$ cat src/rtl/gesturespeak_pkg.sv
// Shared types and defaults for the gesture hold/speak path.
package gesturespeak_pkg;

    localparam int GESTURE_W_DEF  = 4;
    localparam int IDLE_CODE_DEF  = 0;
    localparam int HOLD_TICKS_DEF = 2;

    typedef enum logic [1:0] {
        ST_IDLE         = 2'd0,
        ST_TRACK        = 2'd1,
        ST_EMIT         = 2'd2,
        ST_WAIT_RELEASE = 2'd3
    } ghv_state_e;

endpackage

$ cat src/rtl/gesture_hold_validator_tick_edge_detect.sv
// Rising-edge detector for a slow same-domain level (e.g. a divided clock).
// History resets to 1 so a level already high at reset release is not an edge.
module tick_edge_detect (
    input  logic clk_in,
    input  logic rst,
    input  logic level,
    output logic rise
);

    logic level_d;

    // one-cycle history of the level
    always_ff @(posedge clk_in) begin
        if (rst) level_d <= 1'b1;
        else     level_d <= level;
    end

    assign rise = level & ~level_d;

endmodule

$ cat src/rtl/gesture_hold_validator.sv
// Gesture hold validator: emits one speak request once a non-idle gesture
// code has stayed stable over HOLD_TICKS divided-clock rising edges.
// Optional macro GESTURE_REPEAT_EN: auto-repeat while the gesture stays held.
module gesture_hold_validator
    import gesturespeak_pkg::*;
#(
    parameter int GESTURE_W  = GESTURE_W_DEF,
    parameter int HOLD_TICKS = HOLD_TICKS_DEF,
    parameter int IDLE_CODE  = IDLE_CODE_DEF
) (
    input  logic                               clk_in,
    input  logic                               rst,
    input  logic                               tick_clk,
    input  logic                               gesture_valid,
    input  logic [GESTURE_W-1:0]               gesture_code,
    output logic                               speak_valid,
    output logic [GESTURE_W-1:0]               speak_code,
    input  logic                               speak_ready,
    output logic                               busy,
    output logic [$clog2(HOLD_TICKS+1)-1:0]    hold_count
);

    localparam int                    CNT_W    = $clog2(HOLD_TICKS + 1);
    localparam logic [CNT_W-1:0]      HOLD_MAX = CNT_W'(HOLD_TICKS);
    localparam logic [GESTURE_W-1:0]  IDLE_C   = GESTURE_W'(IDLE_CODE);

    ghv_state_e            state_q, state_n;
    logic [GESTURE_W-1:0]  cand_q, cand_n;
    logic [CNT_W-1:0]      cnt_q, cnt_n, cnt_inc;
    logic                  sv_q, sv_n;
    logic [GESTURE_W-1:0]  sc_q, sc_n;
    logic                  tick, new_code, match;

    tick_edge_detect u_tick (
        .clk_in (clk_in),
        .rst    (rst),
        .level  (tick_clk),
        .rise   (tick)
    );

    assign new_code = gesture_valid && (gesture_code != IDLE_C);
    assign match    = new_code && (gesture_code == cand_q);
    assign cnt_inc  = cnt_q + CNT_W'(1);

    // state and datapath registers; reset overrides a pending request
    always_ff @(posedge clk_in) begin
        if (rst) begin
            state_q <= ST_IDLE;
            cand_q  <= '0;
            cnt_q   <= '0;
            sv_q    <= 1'b0;
            sc_q    <= '0;
        end else begin
            state_q <= state_n;
            cand_q  <= cand_n;
            cnt_q   <= cnt_n;
            sv_q    <= sv_n;
            sc_q    <= sc_n;
        end
    end

    // next-state: a code change always beats a coincident tick; the count
    // only advances while below HOLD_MAX, so it saturates and never wraps
    always_comb begin
        state_n = state_q;
        cand_n  = cand_q;
        cnt_n   = cnt_q;
        sv_n    = sv_q;
        sc_n    = sc_q;
        case (state_q)
            ST_IDLE: begin
                if (new_code) begin
                    cand_n  = gesture_code;
                    cnt_n   = '0;
                    state_n = ST_TRACK;
                end
            end
            ST_TRACK: begin
                if (!match) begin
                    cnt_n = '0;
                    if (new_code) cand_n  = gesture_code;
                    else          state_n = ST_IDLE;
                end else if (tick) begin
                    if (cnt_inc >= HOLD_MAX) begin
                        cnt_n   = HOLD_MAX;
                        sv_n    = 1'b1;
                        sc_n    = cand_q;
                        state_n = ST_EMIT;
                    end else begin
                        cnt_n = cnt_inc;
                    end
                end
            end
            ST_EMIT: begin
                // gesture inputs ignored; wait for the handshake, no timeout
                if (sv_q && speak_ready) begin
                    sv_n    = 1'b0;
                    cnt_n   = '0;
                    state_n = ST_WAIT_RELEASE;
                end
            end
            ST_WAIT_RELEASE: begin
                if (!match) begin
                    cnt_n   = '0;
                    state_n = ST_IDLE;
                end
`ifdef GESTURE_REPEAT_EN
                else if (tick) begin
                    if (cnt_inc >= HOLD_MAX) begin
                        cnt_n   = HOLD_MAX;
                        sv_n    = 1'b1;
                        sc_n    = cand_q;
                        state_n = ST_EMIT;
                    end else begin
                        cnt_n = cnt_inc;
                    end
                end
`endif
            end
            default: state_n = ST_IDLE;
        endcase
    end

    assign speak_valid = sv_q;
    assign speak_code  = sc_q;
    assign busy        = (state_q != ST_IDLE);
    assign hold_count  = cnt_q;

endmodule

$ cat config.mk
export PLATFORM = sky130hd
export DESIGN_NAME = gesture_hold_validator
export DESIGN_NICKNAME = d
export VERILOG_FILES = /design/src/rtl/gesturespeak_pkg.sv /design/src/rtl/gesture_hold_validator_tick_edge_detect.sv /design/src/rtl/gesture_hold_validator.sv
export SDC_FILE = /design/constraint.sdc
export NUM_CORES = 1
export LEC_CHECK = 0
export ABC_AREA = 1
export CORE_UTILIZATION = 52
export CTS_BUF_LIST = sky130_fd_sc_hd__clkbuf_4
export DETAILED_ROUTE_END_ITERATION = 6
export PLACE_DENSITY_LB_ADDON = 0.2
export SLEW_MARGIN = 30
export SYNTH_ARGS = -nofsm -noshare
export SYNTH_HDL_FRONTEND = slang
export SYNTH_SLANG_ARGS = --single-unit
$ cat constraint.sdc
create_clock -name clk_in -period 1.45 [get_ports clk_in]
set_input_delay 0.29 -clock clk_in [delete_from_list [all_inputs] [get_ports clk_in]]
set_output_delay 0.29 -clock clk_in [all_outputs]
set_load 0.1 [all_outputs]
==> impl_metrics.env <==
export IMPL_synth_top_area_share_pct=33.9
export IMPL_dp_cells=157
export IMPL_peakVddDrop_uv=541
export IMPL_cts_hold_buf=0
export IMPL_clock_skew_ps=8.20
export IMPL_critical_path_class="flop to output port"
export IMPL_drt_iter0_markers=14
export IMPL_r2r_setup_slack_ps=110
export IMPL_power_leakage_nw=0.582
export IMPL_post_route_period_util_pct=92.3
export IMPL_final_min_clock_period_ps=1340
export IMPL_path_max_fanout=6
export IMPL_outcome="completed"
export IMPL_dr_pass1_iters=4
export IMPL_synth_area_um2=827
export IMPL_n_antenna_cell=0
export IMPL_cp_arrival_ps=1050
export IMPL_antenna_left=0
export IMPL_slew_violations=0
export IMPL_cp_end_kind="output port"
export IMPL_num_io_pins=17
export IMPL_nNetsFinal=160
export IMPL_io_buffers=16
export IMPL_yosys_area_top_type="dfxtp_1"
export IMPL_drv_cap=0
export IMPL_place_congestion=0.848
export IMPL_avgRoutedWirePerCell_um=11.7
export IMPL_std_cell_rows=14
export IMPL_cts_root_buf="clkbuf_4"
export IMPL_core_region_area_um2=1490
export IMPL_antenna_found_initial=0
export IMPL_worstMarginPinSlew_ps=354
export IMPL_routed_wl_um=1930
export IMPL_final_layout_size_suffix_gt1_share_pct=29.5
export IMPL_tritoncts="done"
export IMPL_die_h_um=41.9
export IMPL_clkLatencyLatePin_ps=300
export IMPL_grt_first_pass_wirelength_um=3170
export IMPL_final_common_cell="nand2_1"
export IMPL_syn_avg_cell_area_um2=6.72
export IMPL_endpoint="busy"
export IMPL_syn_to_final_growth_pct=44.2
export IMPL_slew_headroom_pct=76.4
export IMPL_syn_nets=133
export IMPL_dp_hpwl_um=1480
export IMPL_num_vias=852
export IMPL_start_util_pct=55.5
export IMPL_max_freq_mhz=747
export IMPL_holdCritPathClass="input port to flop"
export IMPL_grt_pass1_vias=775
export IMPL_r2r_start="cand_q[1]$_SDFFE_PP0P_"
export IMPL_cts_sinks=14
export IMPL_reg2regPathDepth=9
export IMPL_power_density_nw_per_um2=753
export IMPL_gr_total_overflow=0
export IMPL_synth_warnings=0
export IMPL_numCtsBuffers=3
export IMPL_fp_dieW_um=41.9
export IMPL_final_cell_mix="nand2_1, inv_1, nor2_1"
export IMPL_cp_start_kind="flop"
export IMPL_final_setup_worst_slack_ps=111
export IMPL_finalSetupViolations=0
export IMPL_vias_per_cell=5.16
export IMPL_dieArea_um2=1750
export IMPL_synth_seq_cells=14
export IMPL_seq_area_frac_synth_pct=33.9
export IMPL_track_usage_pct=25.0
export IMPL_drc=0
export IMPL_finalHoldViolations=0
export IMPL_final_cells=165
export IMPL_synth_cells=123
export IMPL_grt_max_degree=13
export IMPL_clk_pin_slew_ps=90
export IMPL_worstPathRequired_ps=1160
export IMPL_place_ws_ps=-414
export IMPL_ys_top_cells_by_area="dfxtp_1, nand2_1, inv_1"
export IMPL_ctsLongestPathBuffers=2
export IMPL_ys_types=22
export IMPL_cts_htree_levels=1
==> Yosys cell counts <==
| cell | count |
|---|---|
| nand2_2 | 1 |
| nor2_1 | 13 |
| ha_1 | 1 |
| nand2_4 | 2 |
| o21ai_1 | 10 |
| nand4_1 | 1 |
| o21bai_1 | 1 |
| nand3_1 | 3 |
| a21oi_1 | 9 |
| nor2_8 | 1 |
| inv_2 | 2 |
| nor3_2 | 1 |
| inv_1 | 23 |
| nor3_1 | 4 |
| dfxtp_1 | 14 |
| nand2_1 | 29 |
| xnor2_1 | 1 |
| o21ai_4 | 1 |
| nor2_4 | 3 |
| nor2_2 | 1 |
| o31ai_1 | 1 |
| buf_4 | 1 |
==> repair_timing <==
action,4_1_cts,5_1_grt
gates resized for setup,5,8
buffers inserted,0,4
endpoints found under the setup margin,13,11
pin swaps,2,5
==> worst max-delay path, stage by stage (launching register included) <==
cell and delay (ps):
dfxtp_2 410, nor2_1 70, inv_1 90, buf_12 180
==> logic make-up (layout without fill, tap and decap cells) <==
logic type | Yosys count | count (layout) | share of synthesized area [%]
AOI/OAI and AO/OA | 22 | 22 | 15.3
xor gates and xnor gates | 1 | 1 | 1.06
adders and majority gates | 1 | 1 | 1.51
buffers and inverters | 26 | 52 | 12.3
DFF | 14 | 14 | 33.9
and+or+nand+nor | 59 | 59 | 36.0
==> power breakdown <==
group | switching [mW] | total, mW | internal [mW]
sequential | 0.0164 | 0.416 | 0.399
combinational | 0.146 | 0.241 | 0.0950
clock | 0.141 | 0.242 | 0.101
==> routing by layer <==
layer	vias up	track usage (%)	routed length [µm]	share of wire [%]
met3	7	6.96	66	3.4
li1	437	-	-	-
met4	0	18.7	65	3.4
met5	-	0	0	0
met1	390	28.8	829	43
met2	18	39.1	972	50
==> state kept, by name, indices dropped and copies added (netlist names), named ones only <==
name,cells
state_q,1
speak_valid,1
u_tick.level_d,1
hold_count,2
speak_code,4
cand_q,4
==> worst min path at each step <==
stage | from | end | slack, ps | depth (start not counted)
6_report | gesture_code[3] | cand_q[3]$_SDFFE_PP0P_ | 470 | 3
5_1_grt | cand_q[2]$_SDFFE_PP0P_ | cand_q[2]$_SDFFE_PP0P_ | 490 | 2
4_1_cts | gesture_code[3] | cand_q[3]$_SDFFE_PP0P_ | 470 | 3
3_5_place_dp | cand_q[3]$_SDFFE_PP0P_ | cand_q[3]$_SDFFE_PP0P_ | 490 | 2
3_3_place_gp | cand_q[2]$_SDFFE_PP0P_ | cand_q[2]$_SDFFE_PP0P_ | 470 | 2
2_1_floorplan | rst | hold_count[0]$_SDFFE_PP0P_ | 350 | 1
==> metrics by stage <==
stage / total power, mW / util, % / instance area [µm²] / setup TNS, ps / hold slack (ps)
2_1_floorplan: 0.570 / - / 851 / 0 / 349
3_3_place_gp: 0.643 / 75.6 / 1130 / -3970 / 473
3_5_place_dp: 0.651 / 75.6 / 1130 / -4750 / 485
4_1_cts: 0.887 / 77.1 / 1150 / 0 / 466
5_1_grt: 0.936 / 80.1 / 1190 / -37.4 / 494
6_report: 0.898 / 80.1 / 1190 / 0 / 466
==> area by class of cell <==
class                   instances  area (µm²)
multi-input cells              83         463
flip-flops and latches         14         299
fillers                        95         297
repair buffers                 23         288
inverters                      25        96.3
clock buffers                   3        22.5
well taps                      16        20.0
clock inverters                 1        3.75
No activity file was read; power rests on OpenSTA's default activity.
==> patch: new RTL, same settings <==
The option `GESTURE_REPEAT_EN` is turned on by a define.
--- a/src/rtl/gesture_hold_validator.sv
+++ b/src/rtl/gesture_hold_validator.sv
@@ -1,6 +1,8 @@
 // Gesture hold validator: emits one speak request once a non-idle gesture
 // code has stayed stable over HOLD_TICKS divided-clock rising edges.
 // Optional macro GESTURE_REPEAT_EN: auto-repeat while the gesture stays held.
+`define GESTURE_REPEAT_EN
+
 module gesture_hold_validator
     import gesturespeak_pkg::*;
 #(
Check against the original RTL: not equivalent (a bounded check fails within 10 cycles, from zero or initial values and one cycle with rst high).
==> patch against the unedited design <==
The flow now finishes with violations (negative setup slack); count of clock-buffer cells in the layout increased by 1; via count decreased by 0.59%; cell area decreased by 1.7%; sequential cell count unchanged; core utilization increased by 5.7 points; area after synthesis decreased by 2.3%; final cell count decreased by 4.2%; critical path type is now in -> reg; first-iteration DRC count increased by 36%; clock skew decreased by 0.0028 ns; routed wire length increased by 9.4%; fmax decreased by 8.7%; critical endpoint is now speak_code[1]; setup slack got worse by 0.13 ns.
Power is not compared: it rests on default switching activity, and its combinational part moved more than twofold at a synthesized area within 25%.
==> patch: results (changes against the unedited design) <==
\begin{tabular}{lr}
\hline
Metric & Value \\
\hline
\multicolumn{2}{l}{\textbf{Status}} \\
Result of the run & finished with violations \\
Violations in the final reports & negative setup slack \\
\multicolumn{2}{l}{\textbf{STA}} \\
Final hold slack & 0.487 ns (+0.0212 ns) \\
Fin Clk Skew & 0.00541 ns (-0.00278 ns) \\
Final setup violation count & 1 (+1) \\
Final setup margin & -0.0160 ns (-0.127 ns) \\
Slew margin rel. & 78.5\% (+2.1 points) \\
\multicolumn{2}{l}{\textbf{Yosys}} \\
Post-Synthesis Net Count & 129 (-3.0\%) \\
Most instantiated cells after synthesis & 29 x sky130\_fd\_sc\_hd\_\_nand2\_1, 20 x sky130\_fd\_sc\_hd\_\_nor2\_1, 19 x sky130\_fd\_sc\_hd\_\_inv\_1 \\
Portion of the post-synthesis area used by sequential elements & 34.7\% (+0.79 points) \\
Number of distinct standard cells referenced by the synthesized netlist & 21 (-4.5\%) \\
\multicolumn{2}{l}{\textbf{Critical path}} \\
Type of destination of the critical path & register \\
Crit path arrival time & 1.69 ns (+0.64 ns) \\
Crit path largest cell delay & 0.29 ns (-0.12 ns) \\
Largest fanout of any net on the critical path & 5 (-1) \\
Delay-heaviest family, CP & simple AND/OR/NAND/NOR gates \\
\multicolumn{2}{l}{\textbf{Place}} \\
GP Congestion & 0.798 (-5.9\%) \\
Dpl hpwl & 1370 um (-7.5\%) \\
Standard cell area after detailed placement & 0.00109 mm\^{}2 (-3.3\%) \\
\multicolumn{2}{l}{\textbf{Global routing}} \\
Overall Global Routing Usage & 23.4\% (-1.6 points) \\
First-pass GRT wire length & 3180 um (+0.19\%) \\
\multicolumn{2}{l}{\textbf{Final layout}} \\
Layout cells sized above 1 & 36.4\% (+6.8 points) \\
\multicolumn{2}{l}{\textbf{Hold path}} \\
Hold depth & 2 (-1) \\
Type of the tightest min-delay check & reg -> reg \\
\multicolumn{2}{l}{\textbf{Drt}} \\
Final Routed Wirelength & 2120 um (+9.4\%) \\
\hline
\end{tabular}
patch: changes by cell type after synthesis, moves of 2 or more:
cell	delta
sky130_fd_sc_hd__o21ai_0	+4
sky130_fd_sc_hd__nor2_1	+7
sky130_fd_sc_hd__a21oi_1	-2
sky130_fd_sc_hd__inv_1	-4
sky130_fd_sc_hd__o21ai_1	-6
sky130_fd_sc_hd__nor3_1	-4
sky130_fd_sc_hd__nand2_4	-2
patch: through the flow:
stage               cells  setup slack (ns)  total power, mW  TNS [ns]
floorplan             119          0.000619            0.769         0
global placement      153            -0.400            0.911     -4.70
detailed placement    153            -0.446            0.925     -5.38
CTS                   157            0.0107             1.18         0
global route          158            -0.138             1.30    -0.799
finish                158           -0.0160             1.24   -0.0160
patch: cells by family after synthesis:
| kind of cell | synth area share (%) |
|---|---|
| simple gates | 36.7 |
| compound gates | 13.3 |
| xor+xnor | 1.08 |
| flops | 34.7 |
| fa+ha+maj | 1.55 |
| buf+inv | 12.7 |
patch: timing repair:
item,CTS,global route
gates resized for setup,5,22
pin swaps,0,11
endpoints found under the setup margin,13,13
buffers inserted,0,1
hold buffers,0,0
patch: cell type report:
cell class,count,area (um^2)
Clock buffer,4,30.0
Tap cell,15,18.8
Sequential cell,14,297
Timing Repair Buffer,21,274
Multi-Input combinational cell,82,470
Fill cell,70,194
Inverter,22,82.6
patch: layer usage:
metal / up-vias / share of wire [%] / track usage (%)
li1: 417 / - / -
met1: 392 / 42 / 29.2
met2: 34 / 51 / 39.7
met3: 4 / 5.2 / 6.96
met4: 0 / 1.9 / 5.16
met5: - / 0 / 0
patch: power groups by stage:
stage	logic (mW)	clock network, mW	registers (mW)
floorplan	0.285	0	0.484
global placement	0.463	0	0.448
detailed placement	0.475	0	0.450
CTS	0.474	0.260	0.441
global route	0.574	0.274	0.451
finish	0.530	0.262	0.447
